## config.mk

```make
export PLATFORM = sky130hd
export DESIGN_NAME = tictactoe_board_ctrl_flat
export DESIGN_NICKNAME = d
export VERILOG_FILES = /design/src/rtl/tictactoe_pkg.sv /design/src/rtl/tictactoe_board_ctrl_if.sv /design/src/rtl/cell_index_decoder.sv /design/src/rtl/tictactoe_board_ctrl.sv /design/src/flat_wrapper.sv
export SDC_FILE = /design/constraint.sdc
export NUM_CORES = 1
export LEC_CHECK = 0
export ABC_CLOCK_PERIOD_IN_PS = 5090
export CELL_PAD_IN_SITES_DETAIL_PLACEMENT = 1
export CELL_PAD_IN_SITES_GLOBAL_PLACEMENT = 1
export CORE_MARGIN = 1.5
export CORE_UTILIZATION = 37
export CTS_CLUSTER_SIZE = 14
export DETAILED_ROUTE_END_ITERATION = 8
export GPL_ROUTABILITY_DRIVEN = 0
export PLACE_DENSITY_LB_ADDON = 0.1
export SLEW_MARGIN = 20
export SYNTH_ARGS = -nofsm -noshare
export SYNTH_HDL_FRONTEND = slang
export SYNTH_SLANG_ARGS = --single-unit
```

## constraint.sdc

```tcl
create_clock -name clock -period 5.09 [get_ports clock]
set_clock_uncertainty 0.2 [all_clocks]
set_input_delay 1.527 -clock clock [delete_from_list [all_inputs] [get_ports clock]]
set_output_delay 1.527 -clock clock [all_outputs]
set_load 0.005 [all_outputs]
```

## src/rtl/tictactoe_pkg.sv

```systemverilog
// Shared encodings and state type for the tic-tac-toe board controller.
package tictactoe_pkg;

  localparam logic [1:0] CELL_EMPTY    = 2'b00;
  localparam logic [1:0] CELL_PLAYER   = 2'b01;
  localparam logic [1:0] CELL_COMPUTER = 2'b10;

  localparam int unsigned CELL_IDX_MIN = 1;
  localparam int unsigned CELL_IDX_MAX = 9;
  localparam int unsigned NUM_CELLS    = 9;

  typedef enum logic [2:0] {
    StPlayer,
    StComputer,
    StCheckP,
    StCheckC,
    StOver
  } state_e;

endpackage

```

## src/rtl/tictactoe_board_ctrl_if.sv

```systemverilog
// Move strobes, winner-detector feedback and board/status outputs of the board controller.
interface tictactoe_board_ctrl_if;
  logic       play;
  logic [3:0] player_pos;
  logic       pc;
  logic [3:0] computer_pos;
  logic       winner;
  logic [1:0] who;
  logic [1:0] pos1, pos2, pos3, pos4, pos5, pos6, pos7, pos8, pos9;
  logic       player_turn;
  logic       illegal_move;
  logic       game_over;
  logic       draw;
  logic [1:0] win_who;

  modport master (
    output play, player_pos, pc, computer_pos, winner, who,
    input  pos1, pos2, pos3, pos4, pos5, pos6, pos7, pos8, pos9,
    input  player_turn, illegal_move, game_over, draw, win_who
  );

  modport slave (
    input  play, player_pos, pc, computer_pos, winner, who,
    output pos1, pos2, pos3, pos4, pos5, pos6, pos7, pos8, pos9,
    output player_turn, illegal_move, game_over, draw, win_who
  );
endinterface

```

## src/rtl/cell_index_decoder.sv

```systemverilog
// Maps a 1-based 4-bit cell index to a 9-bit one-hot; out-of-range indices give all zeros.
module cell_index_decoder
  import tictactoe_pkg::*;
(
  input  logic [3:0] idx_i,
  output logic [8:0] onehot_o,
  output logic       in_range_o
);

  always_comb begin
    in_range_o = (32'(idx_i) >= CELL_IDX_MIN) && (32'(idx_i) <= CELL_IDX_MAX);
    onehot_o   = '0;
    if (in_range_o) begin
      onehot_o = 9'd1 << (idx_i - 4'd1);
    end
  end

endmodule

```

## src/rtl/tictactoe_board_ctrl.sv

```systemverilog
// Tic-tac-toe board registers and turn sequencing; the winner detector sits outside and
// feeds back on the registered board, so there is no combinational loop.
module tictactoe_board_ctrl
  import tictactoe_pkg::*;
#(
  parameter bit FIRST_MOVER = 1'b0
) (
  input logic                  clock,
  input logic                  reset_n,
  input logic                  clear,
  tictactoe_board_ctrl_if.slave bus
);

  logic [8:0][1:0] board_q;
  state_e          state_q;
  logic            player_turn_q;
  logic            illegal_q;
  logic            game_over_q;
  logic            draw_q;
  logic [1:0]      win_who_q;

  logic [8:0] p_hot, c_hot, occupied;
  logic       p_in, c_in, p_ok, c_ok;

  cell_index_decoder u_player_dec (
    .idx_i      (bus.player_pos),
    .onehot_o   (p_hot),
    .in_range_o (p_in)
  );

  cell_index_decoder u_computer_dec (
    .idx_i      (bus.computer_pos),
    .onehot_o   (c_hot),
    .in_range_o (c_in)
  );

  always_comb begin
    occupied = '0;
    for (int i = 0; i < NUM_CELLS; i++) begin
      occupied[i] = (board_q[i] != CELL_EMPTY);
    end
  end

  // A move is legal only into an in-range, currently empty cell.
  assign p_ok = p_in && ((p_hot & occupied) == '0);
  assign c_ok = c_in && ((c_hot & occupied) == '0);

  always_ff @(posedge clock) begin
    if (!reset_n || clear) begin
      board_q       <= '0;
      state_q       <= FIRST_MOVER ? StComputer : StPlayer;
      player_turn_q <= !FIRST_MOVER;
      illegal_q     <= 1'b0;
      game_over_q   <= 1'b0;
      draw_q        <= 1'b0;
      win_who_q     <= CELL_EMPTY;
    end else begin
      illegal_q <= 1'b0;
      unique case (state_q)
        StPlayer: begin
          if (bus.play) begin
            if (p_ok) begin
              for (int i = 0; i < NUM_CELLS; i++) begin
                if (p_hot[i]) board_q[i] <= CELL_PLAYER;
              end
              state_q       <= StCheckP;
              player_turn_q <= 1'b0;
            end else begin
              illegal_q <= 1'b1;
            end
          end
        end
        StComputer: begin
          if (bus.pc) begin
            if (c_ok) begin
              for (int i = 0; i < NUM_CELLS; i++) begin
                if (c_hot[i]) board_q[i] <= CELL_COMPUTER;
              end
              state_q <= StCheckC;
            end else begin
              illegal_q <= 1'b1;
            end
          end
        end
        StCheckP, StCheckC: begin
          // Detector outputs already reflect the move committed on the previous edge.
          if (bus.winner) begin
            state_q     <= StOver;
            game_over_q <= 1'b1;
            win_who_q   <= bus.who;
          end else if (&occupied) begin
            state_q     <= StOver;
            game_over_q <= 1'b1;
            draw_q      <= 1'b1;
          end else if (state_q == StCheckP) begin
            state_q <= StComputer;
          end else begin
            state_q       <= StPlayer;
            player_turn_q <= 1'b1;
          end
        end
        StOver: ;
        default: begin
          state_q       <= StOver;
          player_turn_q <= 1'b0;
          game_over_q   <= 1'b1;
        end
      endcase
    end
  end

  assign bus.pos1         = board_q[0];
  assign bus.pos2         = board_q[1];
  assign bus.pos3         = board_q[2];
  assign bus.pos4         = board_q[3];
  assign bus.pos5         = board_q[4];
  assign bus.pos6         = board_q[5];
  assign bus.pos7         = board_q[6];
  assign bus.pos8         = board_q[7];
  assign bus.pos9         = board_q[8];
  assign bus.player_turn  = player_turn_q;
  assign bus.illegal_move = illegal_q;
  assign bus.game_over    = game_over_q;
  assign bus.draw         = draw_q;
  assign bus.win_who      = win_who_q;

endmodule

```

## src/flat_wrapper.sv

```systemverilog
// flat-port wrapper written by rule: the top's interface ports become plain ports
module tictactoe_board_ctrl_flat import tictactoe_pkg::*;
#(
  parameter bit FIRST_MOVER = 1'b0
)
  (clock, reset_n, clear, bus_play, bus_player_pos, bus_pc, bus_computer_pos, bus_winner, bus_who, bus_pos1, bus_pos2, bus_pos3, bus_pos4, bus_pos5, bus_pos6, bus_pos7, bus_pos8, bus_pos9, bus_player_turn, bus_illegal_move, bus_game_over, bus_draw, bus_win_who);
  tictactoe_board_ctrl_if bus_i ();
  input logic clock;
  input logic reset_n;
  input logic clear;
  input wire logic [$bits(bus_i.play)-1:0] bus_play;
  input wire logic [$bits(bus_i.player_pos)-1:0] bus_player_pos;
  input wire logic [$bits(bus_i.pc)-1:0] bus_pc;
  input wire logic [$bits(bus_i.computer_pos)-1:0] bus_computer_pos;
  input wire logic [$bits(bus_i.winner)-1:0] bus_winner;
  input wire logic [$bits(bus_i.who)-1:0] bus_who;
  output wire logic [$bits(bus_i.pos1)-1:0] bus_pos1;
  output wire logic [$bits(bus_i.pos2)-1:0] bus_pos2;
  output wire logic [$bits(bus_i.pos3)-1:0] bus_pos3;
  output wire logic [$bits(bus_i.pos4)-1:0] bus_pos4;
  output wire logic [$bits(bus_i.pos5)-1:0] bus_pos5;
  output wire logic [$bits(bus_i.pos6)-1:0] bus_pos6;
  output wire logic [$bits(bus_i.pos7)-1:0] bus_pos7;
  output wire logic [$bits(bus_i.pos8)-1:0] bus_pos8;
  output wire logic [$bits(bus_i.pos9)-1:0] bus_pos9;
  output wire logic [$bits(bus_i.player_turn)-1:0] bus_player_turn;
  output wire logic [$bits(bus_i.illegal_move)-1:0] bus_illegal_move;
  output wire logic [$bits(bus_i.game_over)-1:0] bus_game_over;
  output wire logic [$bits(bus_i.draw)-1:0] bus_draw;
  output wire logic [$bits(bus_i.win_who)-1:0] bus_win_who;
  assign bus_i.play = bus_play;
  assign bus_i.player_pos = bus_player_pos;
  assign bus_i.pc = bus_pc;
  assign bus_i.computer_pos = bus_computer_pos;
  assign bus_i.winner = bus_winner;
  assign bus_i.who = bus_who;
  assign bus_pos1 = bus_i.pos1;
  assign bus_pos2 = bus_i.pos2;
  assign bus_pos3 = bus_i.pos3;
  assign bus_pos4 = bus_i.pos4;
  assign bus_pos5 = bus_i.pos5;
  assign bus_pos6 = bus_i.pos6;
  assign bus_pos7 = bus_i.pos7;
  assign bus_pos8 = bus_i.pos8;
  assign bus_pos9 = bus_i.pos9;
  assign bus_player_turn = bus_i.player_turn;
  assign bus_illegal_move = bus_i.illegal_move;
  assign bus_game_over = bus_i.game_over;
  assign bus_draw = bus_i.draw;
  assign bus_win_who = bus_i.win_who;
  tictactoe_board_ctrl #(.FIRST_MOVER(FIRST_MOVER)) u_core (.clock(clock), .reset_n(reset_n), .clear(clear), .bus(bus_i));
endmodule
```

* Yosys cells after proc, flatten, opt, wreduce, memory -nomap -nowiden
Cells that the tools add are included.
Storage, ports and cells: bits of input ports 16, RAM bits 0, word-level logic and storage cells 143, latch bits 0, memories 0, flip-flop bits (word level) 27, output and inout port bits 24, memory bits (read-only) 0
Operators by class: mux-type cells 47, $lt $le $gt $ge 4, $mul 0, equal/unequal tests 30, divide/modulo/power cells 0, add/sub/neg operators 2, reduce and logical (&&, ||, !) cells 37, bitwise gates (word level) 6, shift-type cells 2
Operators by type and width (number):
- $mux 18 | 4
- $reduce_and 7->1 | 9
- $ne 2x1->1 const B | 20
- $mux 2 | 18
- $pmux 18 s2 | 1
- $reduce_bool 2->1 | 10
- $and 9x9->9 | 2
- $logic_not 9->1 | 2
- $mux 3 | 6
- $mux 9 | 2
- $shl 1x4->9 const A | 2
- $mux 1 | 12
- $pmux 3 s4 | 1
- $reduce_and 11->1 | 1
- $ne 2x2->1 const B | 5
- $reduce_and 9->1 | 1
- $ge 4x1->1 const B | 2
- $le 4x4->1 const B | 2
- $sub 4x1->4 const B | 2
- $eq 3x2->1 const B | 2
- $reduce_and 6->1 | 1
- $reduce_and 5->1 | 1
- $logic_and 1x1->1 | 4
- $not 1->1 | 4
- 11 further kinds | 14

* Longest topological paths before layout
Gate-level depths: netlist of run 1.
word-level depth 9, gate-level depth with buffers 6, depth with buffers taken out 5

* By module
A second synthesis of run 1 with hierarchy kept.
Unflattened totals: cell total of the unflattened synthesis 175, area total of the unflattened synthesis 1470.2 µm²
Modules (own cells, without submodules):
- tictactoe_board_ctrl | instances 1, seq. area each 540.5 µm², area each 1277.5 µm², cells an instance 141
- cell_index_decoder | instances 2, seq. area each 0.0 µm², area each 96.3 µm², cells an instance 17

* Least setup slack after synthesis of run 1
Ideal clock, no wire load.
path kind input to register, start input bus_player_pos[2], end register u_core.player_turn_q (netlist: u_core.bus.player_turn), arrival 2.753 ns, data required time 4.768 ns, setup slack 2.015 ns, stages 5, buffers on the path 1, setup time 0.122 ns, path through buf_2 and3b_1 a221oi_4 nand4_4 a221o_1
Between the ends: longest elaborated chain between the ends 8, elaborated cells on any way between the ends 11, those cells by class 1 x add/sub; 2 x order compare; 1 x eq/ne; 1 x shift; 1 x mux; 1 x bitwise; 4 x reduce/logical
RTL lines:
- from (decl) | RTL line flat_wrapper.sv:12 | input wire logic [$bits(bus_i.player_pos)-1:0] bus_player_pos;
- $sub 4x1->4 (tied with other cells) | RTL line cell_index_decoder.sv:14 | onehot_o = 9'd1 << (idx_i - 4'd1);
- $shl 1x4->9 or $logic_and 1x1->1 (tied branches) | RTL line cell_index_decoder.sv:14, cell_index_decoder.sv:11
- $mux 9 | RTL line cell_index_decoder.sv:13 | if (in_range_o) begin
- $and 9x9->9 | RTL line tictactoe_board_ctrl.sv:45 | assign p_ok = p_in && ((p_hot & occupied) == '0);
- $logic_not 9->1 | RTL line tictactoe_board_ctrl.sv:45
- $logic_and 1x1->1 (*) | RTL line tictactoe_board_ctrl.sv:45
- $ne 2x1->1 (no source line) (*)
- $reduce_and 6->1 (no source line) (*)
- to (signal assigned) | RTL line tictactoe_board_ctrl.sv:52 | player_turn_q <= !FIRST_MOVER;
- to (decl) | RTL line tictactoe_board_ctrl.sv:16 | logic player_turn_q;
Mark *: on every way between the ends. The rest lies on a longest branch, timed or not. A chain may end at the register's enable or synchronous reset.

* Final worst setup path of run 1
start input bus_player_pos[0], end register u_core.player_turn_q (netlist: u_core.bus.player_turn)
The elaborated chain is that of the path after synthesis.

==> results.json, run 1 <==
{
  "outcome": "finished clean",
  "gr-total-overflow": 0,
  "worst_pin_slew_ns": 0.659,
  "maxCapViolations": 0,
  "synth_fp_nets": 195,
  "cp.required_ns": 5.06,
  "pre_cts_slack_ns": 1.21,
  "slew_viol_final": 0,
  "numCtsBuffers": 3,
  "dieArea_um2": 4350,
  "synth_largest_area_cell": "dfxtp_1",
  "crit_arrival_ns": 3.57,
  "detail_route.wl_per_cell_um": 16.9,
  "p_per_area_nw_per_um2": 207,
  "root_buffer": "clkbuf_8",
  "wirelength_um": 4380,
  "top_layer": "met4",
  "cp-start-kind": "input port",
  "wl_met2_um": 2150,
  "max-vdd-ir-drop_mv": 0.103,
  "drc": 0,
  "first_pass_iters": 4,
  "met1_length_um": 2050,
  "dpl.hpwl_um": 3330,
  "synth_top_area_frac": 0.368,
  "synth.most_common_cell": "nand2_1",
  "synthToLayoutAreaGrowth_pct": 30.3,
  "rows": 22,
  "grt_max_degree": 27,
  "cp-end-kind": "flop",
  "finalCriticalPeriod_ns": 3.60,
  "worstPathMaxFanout": 11,
  "synthCells": 179,
  "setup_tns_ns": 0,
  "setup_ws_ns": 1.49,
  "dr_wl_met3_um": 123,
  "timing.rr.start": "u_core.bus.pos7[1]$_SDFFE_PP0P_",
  "crit_start": "bus_player_pos[0]",
  "crit_type": "in -> reg",
  "clkSlewWorstSetupHoldPaths_ns": 0.10,
  "ys_types": 46,
  "power_w": 0.000395,
  "grt_pass1_wl_um": 7280,
  "netlist_area_um2": 1470,
  "io_buffers": 39,
  "cts_buffer_depth": 2,
  "cts_resized": 0,
  "async_flop_share": 0,
  "design.core.area_um2": 3740,
  "synth_ff_type": "dfxtp_1",
  "drtIter0Drc": 56,
  "slew_headroom": 0.549,
  "fp.dieW_um": 66.0,
  "initial_core_util": 0.392,
  "cts_tree": "built",
  "avgSynthCellArea_um2": 8.20,
  "fp.dieH_um": 66.0,
  "grt_pass1_vias": 1468,
  "period_share": 0.707,
  "rsz0062_at_grt": "no",
  "track_usage": 0.218,
  "synth-edff-count": 0,
  "hp-start": "u_core.bus.pos8[1]$_SDFFE_PP0P_",
  "yosys_warnings": 0,
  "power.leakage_nw": 0.641,
  "io_pins": 40,
  "yosys-top-cells-area": "dfxtp_1, nand2_1, o21ai_1",
  "clock.fmax_mhz": 278,
  "ys_seq_area_frac": 0.368,
  "ctsHoldBuffers": 0,
  "vias_per_cell": 5.59,
  "vias": 1448,
  "cts_sinks": 27,
  "n_antenna_cell": 0,
  "min_path_type": "reg -> reg",
  "ys_ff_latch": 27,
  "hold_viol_final": 0,
  "drtAntennaViolNets": 0,
  "synth_commonest_cells": "nand2_1, dfxtp_1, o21ai_1",
  "cts_setup_buffers": 0,
  "fin_hold_ws_ns": 0.273,
  "setup_violations": 0,
  "layout-drive-gt1-share": 0.0521,
  "antenna_found_initial": 0,
  "nets": 228,
  "insertion_delay_ns": 0.28,
  "cts_htree_levels": 1
}
## power breakdown
group / internal, W / switching (W)
registers: 0.000213 / 0.00000192
clock network: 0.0000563 / 0.0000707
logic: 0.0000236 / 0.0000303
total: 0.000293 / 0.000103
## cells by family after synthesis
family          after synthesis  synth area share
simple gates                 89             0.343
compound gates               48             0.234
flops                        27             0.368
buf+inv                      13            0.0418
mux                           2            0.0136
## flip-flops by register name (all words and copies together), names as in the netlist
name and cells:
u_core.state_q 3, u_core.bus.pos1 2, u_core.bus.pos2 2, u_core.bus.pos3 2
u_core.bus.pos4 2, u_core.bus.pos5 2, u_core.bus.pos6 2, u_core.bus.pos7 2
u_core.bus.pos8 2, u_core.bus.pos9 2, u_core.bus.win_who 2, u_core.bus.draw 1
u_core.bus.game_over 1, u_core.bus.illegal_move 1, u_core.bus.player_turn 1
## area by class of cell
cell class | instances | area (µm²)
fill | 470 | 1830
timing repair buffer | 40 | 398
tap | 48 | 60.1
multi-input combinational | 139 | 866
clock buffer | 4 | 45.0
inverter | 1 | 3.75
sequential | 27 | 541
## routing by layer
metal	global-route usage	vias to the layer above
li1	-	719
met1	0.280	695
met2	0.361	29
met3	0.0307	5
met4	0.102	0
met5	0	-
## layout by cell type, fill, tap and decap left out, drive strengths merged, types with 3 or more instances in the layout
| cell | n |
|---|---|
| nand3 | 4 |
| nor2 | 17 |
| a31oi | 3 |
| a21oi | 3 |
| o22ai | 3 |
| or2 | 4 |
| nand2b | 3 |
| o21ai | 21 |
| dfxtp | 27 |
| clkdlybuf4s50 | 39 |
| nand4 | 3 |
| clkbuf | 4 |
| nor3 | 4 |
| nand3b | 4 |
| nor2b | 6 |
| nand2 | 30 |
## final timing paths
check | to | slack (ns) | cells past startpoint
max | u_core.bus.player_turn$_SDFFE_PP1P_ | 1.49 | 6
min | u_core.bus.pos8[1]$_SDFFE_PP0P_ | 0.27 | 2
max reg2reg | u_core.bus.player_turn$_SDFFE_PP1P_ | 3.05 | 5
min reg2reg | u_core.bus.pos8[1]$_SDFFE_PP0P_ | 0.27 | 2
## worst max-delay path: stages
cell and delay, ns:
clkdlybuf4s50_1 0.62, nor2b_1 0.27, and3b_1 0.23, a221oi_4 0.34
nand4_4 0.22, a221o_1 0.36
## stage by stage
step           utilization  std cells  instance area (µm²)
6_report             0.511        259                 1910
5_1_grt              0.511        259                 1910
4_1_cts              0.511        259                 1910
3_5_place_dp         0.499        255                 1870
3_3_place_gp         0.499        255                 1870
2_1_floorplan            -        179                 1470
No activity file was read; power rests on OpenSTA's default activity.
==> run 2, diff against run 1 <==
ABC_CLOCK_PERIOD_IN_PS = 3700   (was 5090)
CORE_UTILIZATION = 34   (was 37)
clock period = 3.7 ns   (was 5.09 ns; I/O delays follow)
==> run 2 against run 1 <==
Net effect: cell count is 1.9% higher; largest power group unchanged; critical path depth stayed put; sequential share of layout area is 0.38 points lower; power is 38% higher; largest cell class unchanged.
==> results.json, run 2 (same netlist as run 1, synthesis figures left out) <==
{
  "setup_violations": 0,
  "worstPathMaxFanout": 11,
  "setup_tns_ns": 0,
  "finalCriticalPeriod_ns": 3.08,
  "place_inst": 260,
  "slew_viol_final": 0,
  "rows": 23,
  "dpl.hpwl_um": 3450,
  "rsz0062_at_grt": "no",
  "worst_pin_slew_ns": 0.701,
  "regArea_um2": 541,
  "dieArea_um2": 4720,
  "crit_type": "in -> reg",
  "io_pins": 40,
  "min_path_type": "reg -> reg",
  "fp.dieW_um": 68.7,
  "grt_pass1_wl_um": 7410,
  "first_pass_iters": 4,
  "vias": 1460,
  "slew_headroom": 0.521,
  "layout-drive-gt1-share": 0.0701,
  "cts_sinks": 27,
  "cp-start-kind": "input port",
  "multi_input_area_um2": 866,
  "fin_hold_ws_ns": 0.279,
  "power.leakage_nw": 0.658,
  "max-vdd-ir-drop_mv": 0.140,
  "cp-end-kind": "flop",
  "mostFrequentLayoutCell": "clkdlybuf4s50_1",
  "largest_reg_flops": 3,
  "drtIter0Drc": 83,
  "synthToLayoutAreaGrowth_pct": 32.1,
  "grt_max_degree": 27,
  "cp.required_ns": 3.68,
  "hold_viol_final": 0,
  "maxCapViolations": 0,
  "numCtsBuffers": 3,
  "clock.fmax_mhz": 325,
  "fp.dieH_um": 68.7,
  "drc": 0,
  "vias_per_cell": 5.53,
  "clkSlewWorstSetupHoldPaths_ns": 0.10,
  "regMostFlops": "u_core.state_q",
  "gr-total-overflow": 0,
  "layout_common_cells": "clkdlybuf4s50_1, nand2_1, dfxtp_1",
  "outcome": "finished clean",
  "dr_wl_met3_um": 202,
  "detail_route.wl_per_cell_um": 17.0,
  "root_buffer": "clkbuf_8",
  "p_per_area_nw_per_um2": 281,
  "nets": 231,
  "ctsHoldBuffers": 0,
  "top_layer": "met4",
  "drtAntennaViolNets": 0,
  "nFillCells": 487,
  "layout.cells.non_filler": 264,
  "cts_resized": 0,
  "wirelength_um": 4480,
  "antenna_found_initial": 0,
  "insertion_delay_ns": 0.28,
  "met1_length_um": 1990,
  "r2r_slack_ns": 1.64,
  "power_w": 0.000544,
  "crit_arrival_ns": 3.06,
  "cts_buffer_depth": 2,
  "n_antenna_cell": 0,
  "cts_htree_levels": 1,
  "cts_setup_buffers": 0,
  "track_usage": 0.211,
  "initial_core_util": 0.359,
  "io_buffers": 39,
  "grt_pass1_vias": 1489,
  "period_share": 0.832,
  "place_area_um2": 1890,
  "fin_area_um2": 1940,
  "design.core.area_um2": 4090,
  "cts_tree": "built",
  "wl_met2_um": 2230
}
[run 2: cell count changes in the layout (fill, tap and decap cells not counted), sizes merged]
| cell | previous run | this run |
|---|---|---|
| clkinv | 0 | 1 |
| clkbuf | 4 | 3 |
| buf | 1 | 4 |
[run 2: worst max-delay path, stage by stage]
cell and delay (ns):
clkdlybuf4s50_1 0.62, nor2b_1 0.27, and3b_1 0.23, a221oi_4 0.35, nand4_4 0.14, a221o_1 0.33
[run 2: report_power, final]
part           internal (W)  switching, W  total (W)
registers          0.000292    0.00000282   0.000295
logic             0.0000349     0.0000410  0.0000759
clock network     0.0000757     0.0000972   0.000173
total              0.000403      0.000141   0.000544
[run 2: per-layer routing]
layer,vias to the layer above,GRT usage
li1,720,-
met1,698,0.250
met2,35,0.385
met3,7,0.0422
met4,0,0.0588
met5,-,0
[run 2: final timing paths]
kind                                    from                                  end  cells after the start
max                        bus_player_pos[0]  u_core.bus.player_turn$_SDFFE_PP1P_                      6
min          u_core.bus.pos6[1]$_SDFFE_PP0P_      u_core.bus.pos6[1]$_SDFFE_PP0P_                      2
max reg2reg  u_core.bus.pos1[1]$_SDFFE_PP0P_  u_core.bus.player_turn$_SDFFE_PP1P_                      4
min reg2reg  u_core.bus.pos6[1]$_SDFFE_PP0P_      u_core.bus.pos6[1]$_SDFFE_PP0P_                      2
[run 2: layout make-up]
type / instances / share of cell area
repair buffers: 43 / 0.217
clock buffers: 3 / 0.0213
well taps: 50 / 0.0323
multi-input cells: 139 / 0.446
clock inverters: 1 / 0.00258
flip-flops and latches: 27 / 0.279
inverters: 1 / 0.00194
[run 2: through the flow]
step	util	setup slack (ns)
finish	0.475	0.620
global route	0.475	0.530
CTS	0.475	0.629
detailed placement	0.463	0.315
global placement	0.463	0.398
floorplan	-	1.04
==> run 3, diff against run 2 <==
ABC_CLOCK_PERIOD_IN_PS = 2950   (was 3700)
clock period = 2.95 ns   (was 3.7 ns; I/O delays follow)
==> run 3 against run 2 <==
Net effect: wire length grew 3.0%; die area is the same; cell count grew 4.5%; final area grew 4.8%; clock power grew 28%; via count grew 4.5%; sequential power grew 25%; register-to-register slack lost 0.70 ns; critical endpoint unchanged; largest cell class unchanged; largest power group unchanged; highest routed layer unchanged.
==> results.json, run 3 (same netlist as run 1, synthesis figures left out) <==
{
  "drtIter0Drc": 35,
  "detail_route.wl_per_cell_um": 16.7,
  "cts_sinks": 27,
  "vias": 1525,
  "initial_core_util": 0.359,
  "layout_common_cells": "clkdlybuf4s50_1, nand2_1, dfxtp_1",
  "utilization": 0.497,
  "track_usage": 0.220,
  "n_antenna_cell": 0,
  "fp.dieW_um": 68.7,
  "max-vdd-ir-drop_mv": 0.175,
  "crit_type": "in -> reg",
  "drc": 0,
  "outcome": "finished clean",
  "wirelength_um": 4620,
  "slowest_stage": "clkdlybuf4s50_1",
  "clock.fmax_mhz": 363,
  "crit_arrival_ns": 2.73,
  "worst_pin_slew_ns": 0.609,
  "path_cells": "clkdlybuf4s50_1 -> nor2b_1 -> and3b_1 -> a221oi_4 -> nand4_4 -> a221o_1",
  "design.core.area_um2": 4090,
  "power_w": 0.000701,
  "gr-total-overflow": 0,
  "antenna_found_initial": 0,
  "dieArea_um2": 4720,
  "period_share": 0.933,
  "io_pins": 40,
  "numCtsBuffers": 3,
  "path_buf_inv": 1,
  "first_pass_iters": 4,
  "cts_buffer_depth": 2,
  "root_buffer": "clkbuf_8",
  "p_per_area_nw_per_um2": 345,
  "vias_per_cell": 5.53,
  "cts_tree": "built",
  "nets": 243,
  "cp.required_ns": 2.93,
  "cts_setup_buffers": 0,
  "layout-drive-gt1-share": 0.119,
  "maxCapViolations": 0,
  "dpl.hpwl_um": 3570,
  "cp-end-kind": "flop",
  "cp-start-kind": "input port",
  "synthToLayoutAreaGrowth_pct": 38.4,
  "regMostFlops": "u_core.state_q",
  "rsz0062_at_grt": "no",
  "grt_pass1_vias": 1614,
  "finalCriticalPeriod_ns": 2.75,
  "largest_reg_flops": 3,
  "grt_pass1_wl_um": 7780,
  "slew_viol_final": 0,
  "power.leakage_nw": 0.712,
  "grt_max_degree": 27,
  "insertion_delay_ns": 0.28,
  "mostFrequentLayoutCell": "clkdlybuf4s50_1",
  "hold_viol_final": 0,
  "drtAntennaViolNets": 0,
  "clkSlewWorstSetupHoldPaths_ns": 0.10,
  "ctsHoldBuffers": 0,
  "setup_violations": 0,
  "worstPathMaxFanout": 11,
  "io_buffers": 39,
  "slew_headroom": 0.590,
  "rows": 23,
  "crit_family": "buffers and inverters",
  "min_path_type": "reg -> reg",
  "cts_resized": 0,
  "fp.dieH_um": 68.7,
  "cts_htree_levels": 1,
  "slowest_delay_ns": 0.69
}
run 3: where the power goes:
| group | internal [W] | leakage, nW | total [W] | switching, W |
|---|---|---|---|---|
| logic | 0.0000544 | 0.473 | 0.000109 | 0.0000550 |
| clock network | 0.0000961 | 0.0217 | 0.000221 | 0.000125 |
| registers | 0.000367 | 0.218 | 0.000370 | 0.00000345 |
run 3: worst register-to-register path: stages (launching register included):
cell and delay (ns):
dfxtp_1 0.44, o22ai_1 0.12, nor4_1 0.53, a21oi_1 0.25, a221o_1 0.36
run 3: per-stage QoR:
stage / hold slack, ns / area (µm²) / worst slack (ns) / cells / setup TNS [ns]
after floorplan: 0.254 / 1470 / 0.517 / 179 / 0
after global placement: 0.251 / 1980 / -0.0437 / 272 / -0.0437
after detailed placement: 0.267 / 1980 / -0.116 / 272 / -0.608
after CTS: 0.287 / 2030 / 0.203 / 276 / 0
after global routing: 0.305 / 2030 / 0.0593 / 276 / 0
final: 0.280 / 2030 / 0.197 / 276 / 0
run 3: layer usage:
layer / wire (µm) / GRT usage
met5: 0 / 0
met4: 70 / 0.0711
met3: 199 / 0.0325
met2: 2340 / 0.394
met1: 2010 / 0.269
run 3: area by class of cell:
class | instances | area, µm²
Tap cell | 50 | 62.6
Clock inverter | 1 | 7.51
Clock buffer | 3 | 41.3
Sequential cell | 27 | 541
Inverter | 1 | 3.75
Timing Repair Buffer | 55 | 510
Multi-Input combinational cell | 139 | 866
Fill cell | 508 | 2050
run 3: final timing paths:
| kind | startpoint | to | slack [ns] | cells after the start |
|---|---|---|---|---|
| setup / recovery | bus_player_pos[1] | u_core.bus.player_turn$_SDFFE_PP1P_ | 0.20 | 6 |
| hold / removal | u_core.bus.pos3[1]$_SDFFE_PP0P_ | u_core.bus.pos3[1]$_SDFFE_PP0P_ | 0.28 | 2 |
| setup reg to reg | u_core.bus.pos7[1]$_SDFFE_PP0P_ | u_core.bus.player_turn$_SDFFE_PP1P_ | 0.94 | 4 |
| hold reg to reg | u_core.bus.pos3[1]$_SDFFE_PP0P_ | u_core.bus.pos3[1]$_SDFFE_PP0P_ | 0.28 | 2 |
